<file path="config.mk">
export PLATFORM = sky130hd
export DESIGN_NAME = hc595_seg_scan
export DESIGN_NICKNAME = d
export VERILOG_FILES = /design/src/rtl/hc595_seg_scan.sv
export SDC_FILE = /design/constraint.sdc
export NUM_CORES = 1
export LEC_CHECK = 0
export BUFFER_PORTS_ARGS = -buffer_cell sky130_fd_sc_hd__buf_2
export CAP_MARGIN = 20
export CORE_MARGIN = 3
export CORE_UTILIZATION = 50
export CTS_CLUSTER_SIZE = 30
export DETAILED_ROUTE_END_ITERATION = 6
export PLACE_DENSITY = 0.74
export SKIP_CTS_REPAIR_TIMING = 1
export SYNTH_ARGS = -nofsm -noshare
export SYNTH_HDL_FRONTEND = slang
export SYNTH_SLANG_ARGS = --single-unit
</file>
<file path="constraint.sdc">
create_clock -name clk -period 8.89 [get_ports clk]
set_input_delay 1.778 -clock clk [delete_from_list [all_inputs] [get_ports clk]]
set_output_delay 1.778 -clock clk [all_outputs]
set_load 0.01 [all_outputs]
</file>
<file path="src/rtl/hc595_seg_scan.sv">
`timescale 1ns/1ps
`default_nettype none
// ============================================================================
// Module   : hc595_seg_scan
// Purpose  : Multiplexed 7-segment scanner driving two chained 74HC595s.
//            Optional macro LEADING_ZERO_BLANK_EN blanks leading zero digits.
// Revision : 1.0 - initial release
// ============================================================================
module hc595_seg_scan #(
    parameter int DIGITS         = 8,
    parameter int CLK_DIV        = 4,
    parameter int SCAN_HOLD      = 1000,
    parameter int SEG_ACTIVE_LOW = 1,
    parameter int SEL_ACTIVE_LOW = 0
) (
    input  logic                  clk,
    input  logic                  rst,
    input  logic                  lockdata,
    input  logic [4*DIGITS-1:0]   data,
    input  logic [DIGITS-1:0]     dp,
    output logic                  clk595,
    output logic                  out595,
    output logic                  lock595,
    output logic                  frame_done
);

    localparam int c_maxc = (CLK_DIV > SCAN_HOLD) ? CLK_DIV : SCAN_HOLD;
    localparam int c_cw   = (c_maxc > 1) ? $clog2(c_maxc) : 1;
    localparam int c_dw   = (DIGITS > 1) ? $clog2(DIGITS) : 1;

    localparam logic [c_cw-1:0] c_div_last  = c_cw'(CLK_DIV - 1);
    localparam logic [c_cw-1:0] c_hold_last = c_cw'(SCAN_HOLD - 1);
    localparam logic [c_dw-1:0] c_dig_last  = c_dw'(DIGITS - 1);

    localparam logic [1:0] c_shift_lo = 2'd0;
    localparam logic [1:0] c_shift_hi = 2'd1;
    localparam logic [1:0] c_latch    = 2'd2;
    localparam logic [1:0] c_hold     = 2'd3;

    logic [1:0]          r_state;
    logic [c_cw-1:0]     r_cnt;
    logic [3:0]          r_bit;
    logic [c_dw-1:0]     r_digit;
    logic [15:0]         r_word;
    logic [4*DIGITS-1:0] r_data;
    logic [DIGITS-1:0]   r_dp;

    logic [3:0]  w_nib;
    logic        w_dpbit;
    logic [6:0]  w_seg7;
    logic        w_blank;
    logic [7:0]  w_seg;
    logic [7:0]  w_sel;
    logic [15:0] w_built;
    logic        w_first;
    logic [15:0] w_word;

    always_comb begin
        w_nib   = 4'h0;
        w_dpbit = 1'b0;
        for (int i = 0; i < DIGITS; i++) begin
            if (r_digit == c_dw'(i)) begin
                w_nib   = r_data[4*i +: 4];
                w_dpbit = r_dp[i];
            end
        end
    end

    always_comb begin
        case (w_nib)
            4'h0:    w_seg7 = 7'h3F;
            4'h1:    w_seg7 = 7'h06;
            4'h2:    w_seg7 = 7'h5B;
            4'h3:    w_seg7 = 7'h4F;
            4'h4:    w_seg7 = 7'h66;
            4'h5:    w_seg7 = 7'h6D;
            4'h6:    w_seg7 = 7'h7D;
            4'h7:    w_seg7 = 7'h07;
            4'h8:    w_seg7 = 7'h7F;
            4'h9:    w_seg7 = 7'h6F;
            4'hA:    w_seg7 = 7'h77;
            4'hB:    w_seg7 = 7'h7C;
            4'hC:    w_seg7 = 7'h39;
            4'hD:    w_seg7 = 7'h5E;
            4'hE:    w_seg7 = 7'h79;
            default: w_seg7 = 7'h71;
        endcase
    end

`ifdef LEADING_ZERO_BLANK_EN
    // A digit is blank when it and every more significant nibble are zero.
    always_comb begin
        w_blank = (r_digit != '0);
        for (int i = 0; i < DIGITS; i++) begin
            if ((c_dw'(i) >= r_digit) && (r_data[4*i +: 4] != 4'h0)) begin
                w_blank = 1'b0;
            end
        end
    end
`else
    assign w_blank = 1'b0;
`endif

    assign w_seg   = {w_dpbit, w_blank ? 7'h00 : w_seg7};
    assign w_sel   = 8'h01 << r_digit;
    assign w_built = {(SEG_ACTIVE_LOW != 0) ? ~w_seg : w_seg,
                      (SEL_ACTIVE_LOW != 0) ? ~w_sel : w_sel};

    // The first frame cycle shows the freshly built word so that bit 15 is
    // valid immediately; it is frozen into r_word at the end of that cycle.
    assign w_first = (r_state == c_shift_lo) && (r_bit == 4'd15) && (r_cnt == '0);
    assign w_word  = w_first ? w_built : r_word;

    assign clk595     = (r_state == c_shift_hi);
    assign lock595    = (r_state == c_latch);
    assign frame_done = (r_state == c_latch) && (r_cnt == c_div_last) &&
                        (r_digit == c_dig_last);
    assign out595     = ~rst && ((r_state == c_shift_lo) || (r_state == c_shift_hi)) &&
                        w_word[r_bit];

    always_ff @(posedge clk or posedge rst) begin
        if (rst) begin
            r_state <= c_shift_lo;
            r_cnt   <= '0;
            r_bit   <= 4'd15;
            r_digit <= '0;
            r_word  <= '0;
            r_data  <= '0;
            r_dp    <= '0;
        end else begin
            if (lockdata) begin
                r_data <= data;
                r_dp   <= dp;
            end
            case (r_state)
                c_shift_lo: begin
                    if (w_first) r_word <= w_built;
                    if (r_cnt == c_div_last) begin
                        r_cnt   <= '0;
                        r_state <= c_shift_hi;
                    end else begin
                        r_cnt <= r_cnt + 1'b1;
                    end
                end
                c_shift_hi: begin
                    if (r_cnt == c_div_last) begin
                        r_cnt <= '0;
                        if (r_bit == 4'd0) begin
                            r_state <= c_latch;
                        end else begin
                            r_bit   <= r_bit - 4'd1;
                            r_state <= c_shift_lo;
                        end
                    end else begin
                        r_cnt <= r_cnt + 1'b1;
                    end
                end
                c_latch: begin
                    if (r_cnt == c_div_last) begin
                        r_cnt   <= '0;
                        r_state <= c_hold;
                    end else begin
                        r_cnt <= r_cnt + 1'b1;
                    end
                end
                default: begin
                    if (r_cnt == c_hold_last) begin
                        r_cnt   <= '0;
                        r_bit   <= 4'd15;
                        r_state <= c_shift_lo;
                        r_digit <= (r_digit == c_dig_last) ? '0 : r_digit + 1'b1;
                    end else begin
                        r_cnt <= r_cnt + 1'b1;
                    end
                end
            endcase
        end
    end

endmodule
`default_nettype wire

</file>
[After elaboration in Yosys (flattened, before gate mapping)]
Memories as Yosys holds them, arrays and structs flattened.
Index checks and enable logic that the tools add are counted.
Storage, ports and cells
  register bits: 75
  output and inout port bits: 4
  logic and storage cells: 84
  input port bits: 43
  ROM bits: 112
  memories: 1
Memory list
  (name not given): depth 16, width 7, read ports 1, clocked after memory_dff 0, write ports 0, line 70  | case (w_nib)
Operators by class
  bitwise logic cells: 4
  multiplexer cells: 33
  reductions and logical operators: 18
  add/subtract/negate cells: 3
  equality and inequality tests: 16
  shift-type cells: 1
  magnitude comparators: 1
Operators by type and width (number)
  $mux 4: 11
  $mux 10: 3
  $mux 16: 1
  $eq 3x3->1 const B: 4
  $add 10x1->10 const B: 1
  $eq 10x10->1 const B: 1
  $eq 10x2->1 const B: 1
  $logic_not 10->1: 1
  $mux 2: 5
  $mux 1: 9
  $not 8->8: 1
  $pmux 4 s2: 1
  $reduce_and 4->1: 2
  $shl 1x3->8 const A: 1
  $eq 3x2->1 const B: 2
  $logic_and 1x1->1: 6
  $ne 2x1->1 const B: 3
  $pmux 2 s3: 1
  $lt 4x5->1 const B: 1
  $bmux 1 s4: 1
  $eq 4x4->1 const B: 1
  $logic_not 4->1: 1
  $reduce_bool 4->1: 1
  $sub 4x1->4 const B: 1
  other kinds (14): 16

[Depth between registers and ports, before layout]
An unclocked memory read counts as a cell.
  word-level depth: 15
  mapped depth: 17

[Worst setup path after synthesis]
Ideal clock, no wire load.
  path type: input to output
  start point: input rst
  end point: output out595
  stages: 6
  arrival time: 4.437 ns
  buffers on the path: 0
  required time: 7.112 ns
  setup slack: 2.675 ns
  cells stage by stage: inv_1 > o21ai_0 > nor3_1 > o21ai_0 > a211o_1 > o211ai_1
On the way
  longest elaborated chain between the ends: 3
Ends and longest elaborated chain
  start: declaration: line 17  | input logic rst,
  $not 1->1: line 118  | assign out595 = ~rst && ((r_state == c_shift_lo) || (r_state == c_shift_hi)) &&
  $logic_and 1x1->1 (2 in a row): line 118
  end: declaration: line 22  | output logic out595,
No other way between the ends.

[Final worst setup path]
  start point: register r_digit[2]
  end point: output out595
On the way
  longest elaborated chain between the ends: 15
Ends and longest elaborated chain
  start: declaration: line 43  | logic [c_dw-1:0] r_digit;
  start signal: assignment: line 171  | r_digit <= (r_digit == c_dig_last) ? '0 : r_digit + 1'b1;
  $logic_not 3->1: line 62  | if (r_digit == c_dw'(i)) begin
  $mux 4 (8 in a row): line 62
  $mem_v2 16x7
  $not 8->8: line 106  | assign w_built = {(SEG_ACTIVE_LOW != 0) ? ~w_seg : w_seg,
  $mux 16 (*)
  $bmux 1 s4 (*): line 119  | w_word[r_bit];
  $mux 1 (not written as such) (*): line 119
  $logic_and 1x1->1 (*): line 118
Mark *: on every way between the ends. The rest lies on a longest branch, timed or not. The select of a mux whose other input is x is not followed.

==> flow_metrics.env <==
export IMPL_r2r_end="r_word[12]$_DFFE_PP0P_"
export IMPL_grt_pass1_wl_mm=15.8
export IMPL_busiest_layer="met2"
export IMPL_grt_start_max_net_pins=46
export IMPL_setup_viol=0
export IMPL_layout_nets=513
export IMPL_slowest_stage="dfrtp_1"
export IMPL_drv_slew=0
export IMPL_powerDensity_nw_per_um2=158
export IMPL_yosysWarnings=0
export IMPL_wl_mm=9.33
export IMPL_num_vias=3288
export IMPL_place_ws_ps=3190
export IMPL_syn_to_final_growth_pct=11.5
export IMPL_min_from="r_word[4]$_DFFE_PP0P_"
export IMPL_reg2reg_slack_ps=5330
export IMPL_min_delay_path_depth=2
export IMPL_place_gp_congestion=0.902
export IMPL_cp_start_kind="register"
export IMPL_num_antenna_cells=0
export IMPL_async_reset_ff_frac=1.00
export IMPL_antenna_found_initial=0
export IMPL_yosysSeqAreaShare=0.449
export IMPL_rows=32
export IMPL_irDropWorstVdd_mv=0.101
export IMPL_die_area_um2=9520
export IMPL_numCtsBuffers=9
export IMPL_die_x_um=97.6
export IMPL_synth_area_leaders="dfrtp_1 (42%), mux2_2 (9.7%), ha_1 (6.3%), nand2_1 (3.1%), inv_1 (2.6%)"
export IMPL_critPathRequiredTime_ps=7110
export IMPL_syn_area_um2=4190
export IMPL_finalCritPeriodShare=0.692
export IMPL_synth_edf_count=0
export IMPL_crit_chain="inv_1, ha_1, nor2b_1, a31o_2, nand3_1, o211a_1, a21oi_1, inv_1, ha_1, nand3b_1, a2111oi_0, or4_1, o31a_1, a311oi_1, o211ai_1, buf_2"
export IMPL_fin_setup_tns_ps=0
export IMPL_initial_core_util=0.529
export IMPL_synth_seq_cells=75
export IMPL_worstPathMaxFanout=16
export IMPL_slew_headroom=0.403
export IMPL_critPathCaptureType="output port"
export IMPL_worstSkewPairLatency_ps=350
export IMPL_io_buffers=46
export IMPL_pin_count=47
export IMPL_antenna_left=0
export IMPL_fmax_ghz=0.163
export IMPL_tightest_slew_ps=896
export IMPL_core_area_um2=7930
export IMPL_grt_ovfl_total=0
export IMPL_root_buffer="clkbuf_8"
export IMPL_syn_nets=475
export IMPL_groute_usage_overall=0.204
export IMPL_total_leakage_power_nw=2.18
export IMPL_drt_iter0_markers=197
export IMPL_via_per_inst=5.91
export IMPL_hold_violations=0
export IMPL_htreeDepth=3
export IMPL_reg2reg_from="r_digit[2]$_DFFE_PP0P_"
export IMPL_synthFlopType="dfrtp_1"
export IMPL_first_pass_iters=5
export IMPL_synth_distinct_cells=71
export IMPL_post_route_min_period_ps=6150
export IMPL_tritoncts="done"
export IMPL_fin_ws_ps=2740
export IMPL_synthDominantCellAreaShare=0.424
export IMPL_outcome="finished clean"
export IMPL_fp_dieH_um=97.6
export IMPL_numClockSinks=75
export IMPL_drive_gt1_frac=0.256
export IMPL_syn_area_per_cell_um2=10.2
export IMPL_clk_pin_slew_worst_paths_ps=80
export IMPL_yosysTopAreaCell="dfrtp_1"
export IMPL_rr_worst_depth=12
export IMPL_grt_use_met2=0.322
export IMPL_worst_setup_path_type="register to output port"
export IMPL_cts_path_max_buffers=2
export IMPL_first_global_vias=3297
export IMPL_grt_use_met3=0.0366
export IMPL_fin_skew_ps=8.57
export IMPL_wire_per_inst_um=16.8
export IMPL_rsz0062_at_grt="false"
export IMPL_drc=0
export IMPL_syn_inst=411
export IMPL_use_met1=0.276
export IMPL_drv_cap=0
export IMPL_critPathArrivalTime_ps=4370
export IMPL_slowest_delay_ps=550
export IMPL_min_delay_worst_endpoint="r_word[4]$_DFFE_PP0P_"
export IMPL_hpwl_mm=6.75
export IMPL_worstHoldPathType="register to register"
## state kept, by name, summed over array words and instances (netlist names)
name / flops
r_data: 32
r_word: 16
r_digit: 3
r_cnt: 10
r_bit: 4
r_dp: 8
r_state: 2
## placed cells by master (no fill, tap or decap), types with 6 or more instances in the layout
master,count
dfrtp_1,71
buf_2,46
mux2_2,36
nand2_1,35
inv_1,28
nor2_1,24
ha_1,21
o21ai_0,18
a21oi_1,15
nand3_1,10
clkbuf_8,10
nor3_1,7
a31oi_1,7
and2_1,6
xnor2_1,6
## layer usage
metal  wire length [um]  vias to the layer above
met3                452                       19
met2               4390                       99
met4                235                        0
met1               4250                     1620
met5                  0                        -
li1                   -                     1550
## layout make-up
type / count / area (um2)
sequential: 75 / 1880
fill: 712 / 3250
clock buffer: 10 / 138
inverter: 31 / 116
multi-input combinational: 285 / 2090
timing repair buffer: 47 / 238
clock inverter: 6 / 87.6
tap: 102 / 128
## kinds of logic after synthesis
group / synth area share
fa+ha+maj: 0.0627
flops: 0.449
simple gates: 0.138
mux: 0.109
buf+inv: 0.0531
compound gates: 0.168
xor+xnor: 0.0209
## cells in the mapped netlist (all sizes together) (3+ instances only)
| cell | n |
|---|---|
| ha | 21 |
| o21bai | 3 |
| a31oi | 7 |
| nand3b | 4 |
| inv | 30 |
| and2 | 7 |
| and3 | 5 |
| nor2 | 24 |
| nand3 | 10 |
| clkbuf | 7 |
| mux2 | 36 |
| dfstp | 4 |
| xor2 | 4 |
| a21boi | 3 |
| xnor2 | 6 |
| buf | 13 |
| nand2b | 4 |
| o211ai | 3 |
| nor2b | 5 |
| a221oi | 5 |
| dfrtp | 71 |
| nor3 | 8 |
| a32oi | 3 |
| a21oi | 15 |
| o31ai | 3 |
| mux2i | 5 |
| nand2 | 36 |
| o21ai | 22 |
| o32ai | 3 |
| o2111ai | 4 |
## worst max-delay path, delay by kind of cell, from the launching register on
family,cells,cell delay [ps]
compound gates,7,1510
fa+ha+maj,2,700
simple gates,4,640
buf+inv,3,610
flops,1,550
## worst max path at each step
| stage | from | to | slack [ps] |
|---|---|---|---|
| floorplan | rst | out595 | 2680 |
| CTS | r_digit[2]$_DFFE_PP0P_ | out595 | 2780 |
| detailed placement | r_digit[2]$_DFFE_PP0P_ | out595 | 3190 |
| global route | r_digit[2]$_DFFE_PP0P_ | out595 | 2400 |
| global placement | r_digit[2]$_DFFE_PP0P_ | out595 | 3330 |
| finish | r_digit[2]$_DFFE_PP0P_ | out595 | 2740 |
## stage by stage
stage          cell area (um2)  total power [mW]   util  hold slack (ps)  std cells
3_5_place_dp              4450             0.445  0.562              462        540
5_1_grt                   4680             0.769  0.590              498        556
2_1_floorplan             4190             0.419      -              440        411
3_3_place_gp              4450             0.441  0.562              461        540
4_1_cts                   4680             0.744  0.590              482        556
6_report                  4680             0.737  0.590              490        556
## power by group
group	switching (mW)	internal [mW]	leakage, nW
Combinational	0.0346	0.0320	1.15
Clock	0.133	0.166	0.117
Sequential	0.0121	0.359	0.920
Total	0.180	0.557	2.18
Note: power is estimated with default switching activity, not from simulation.
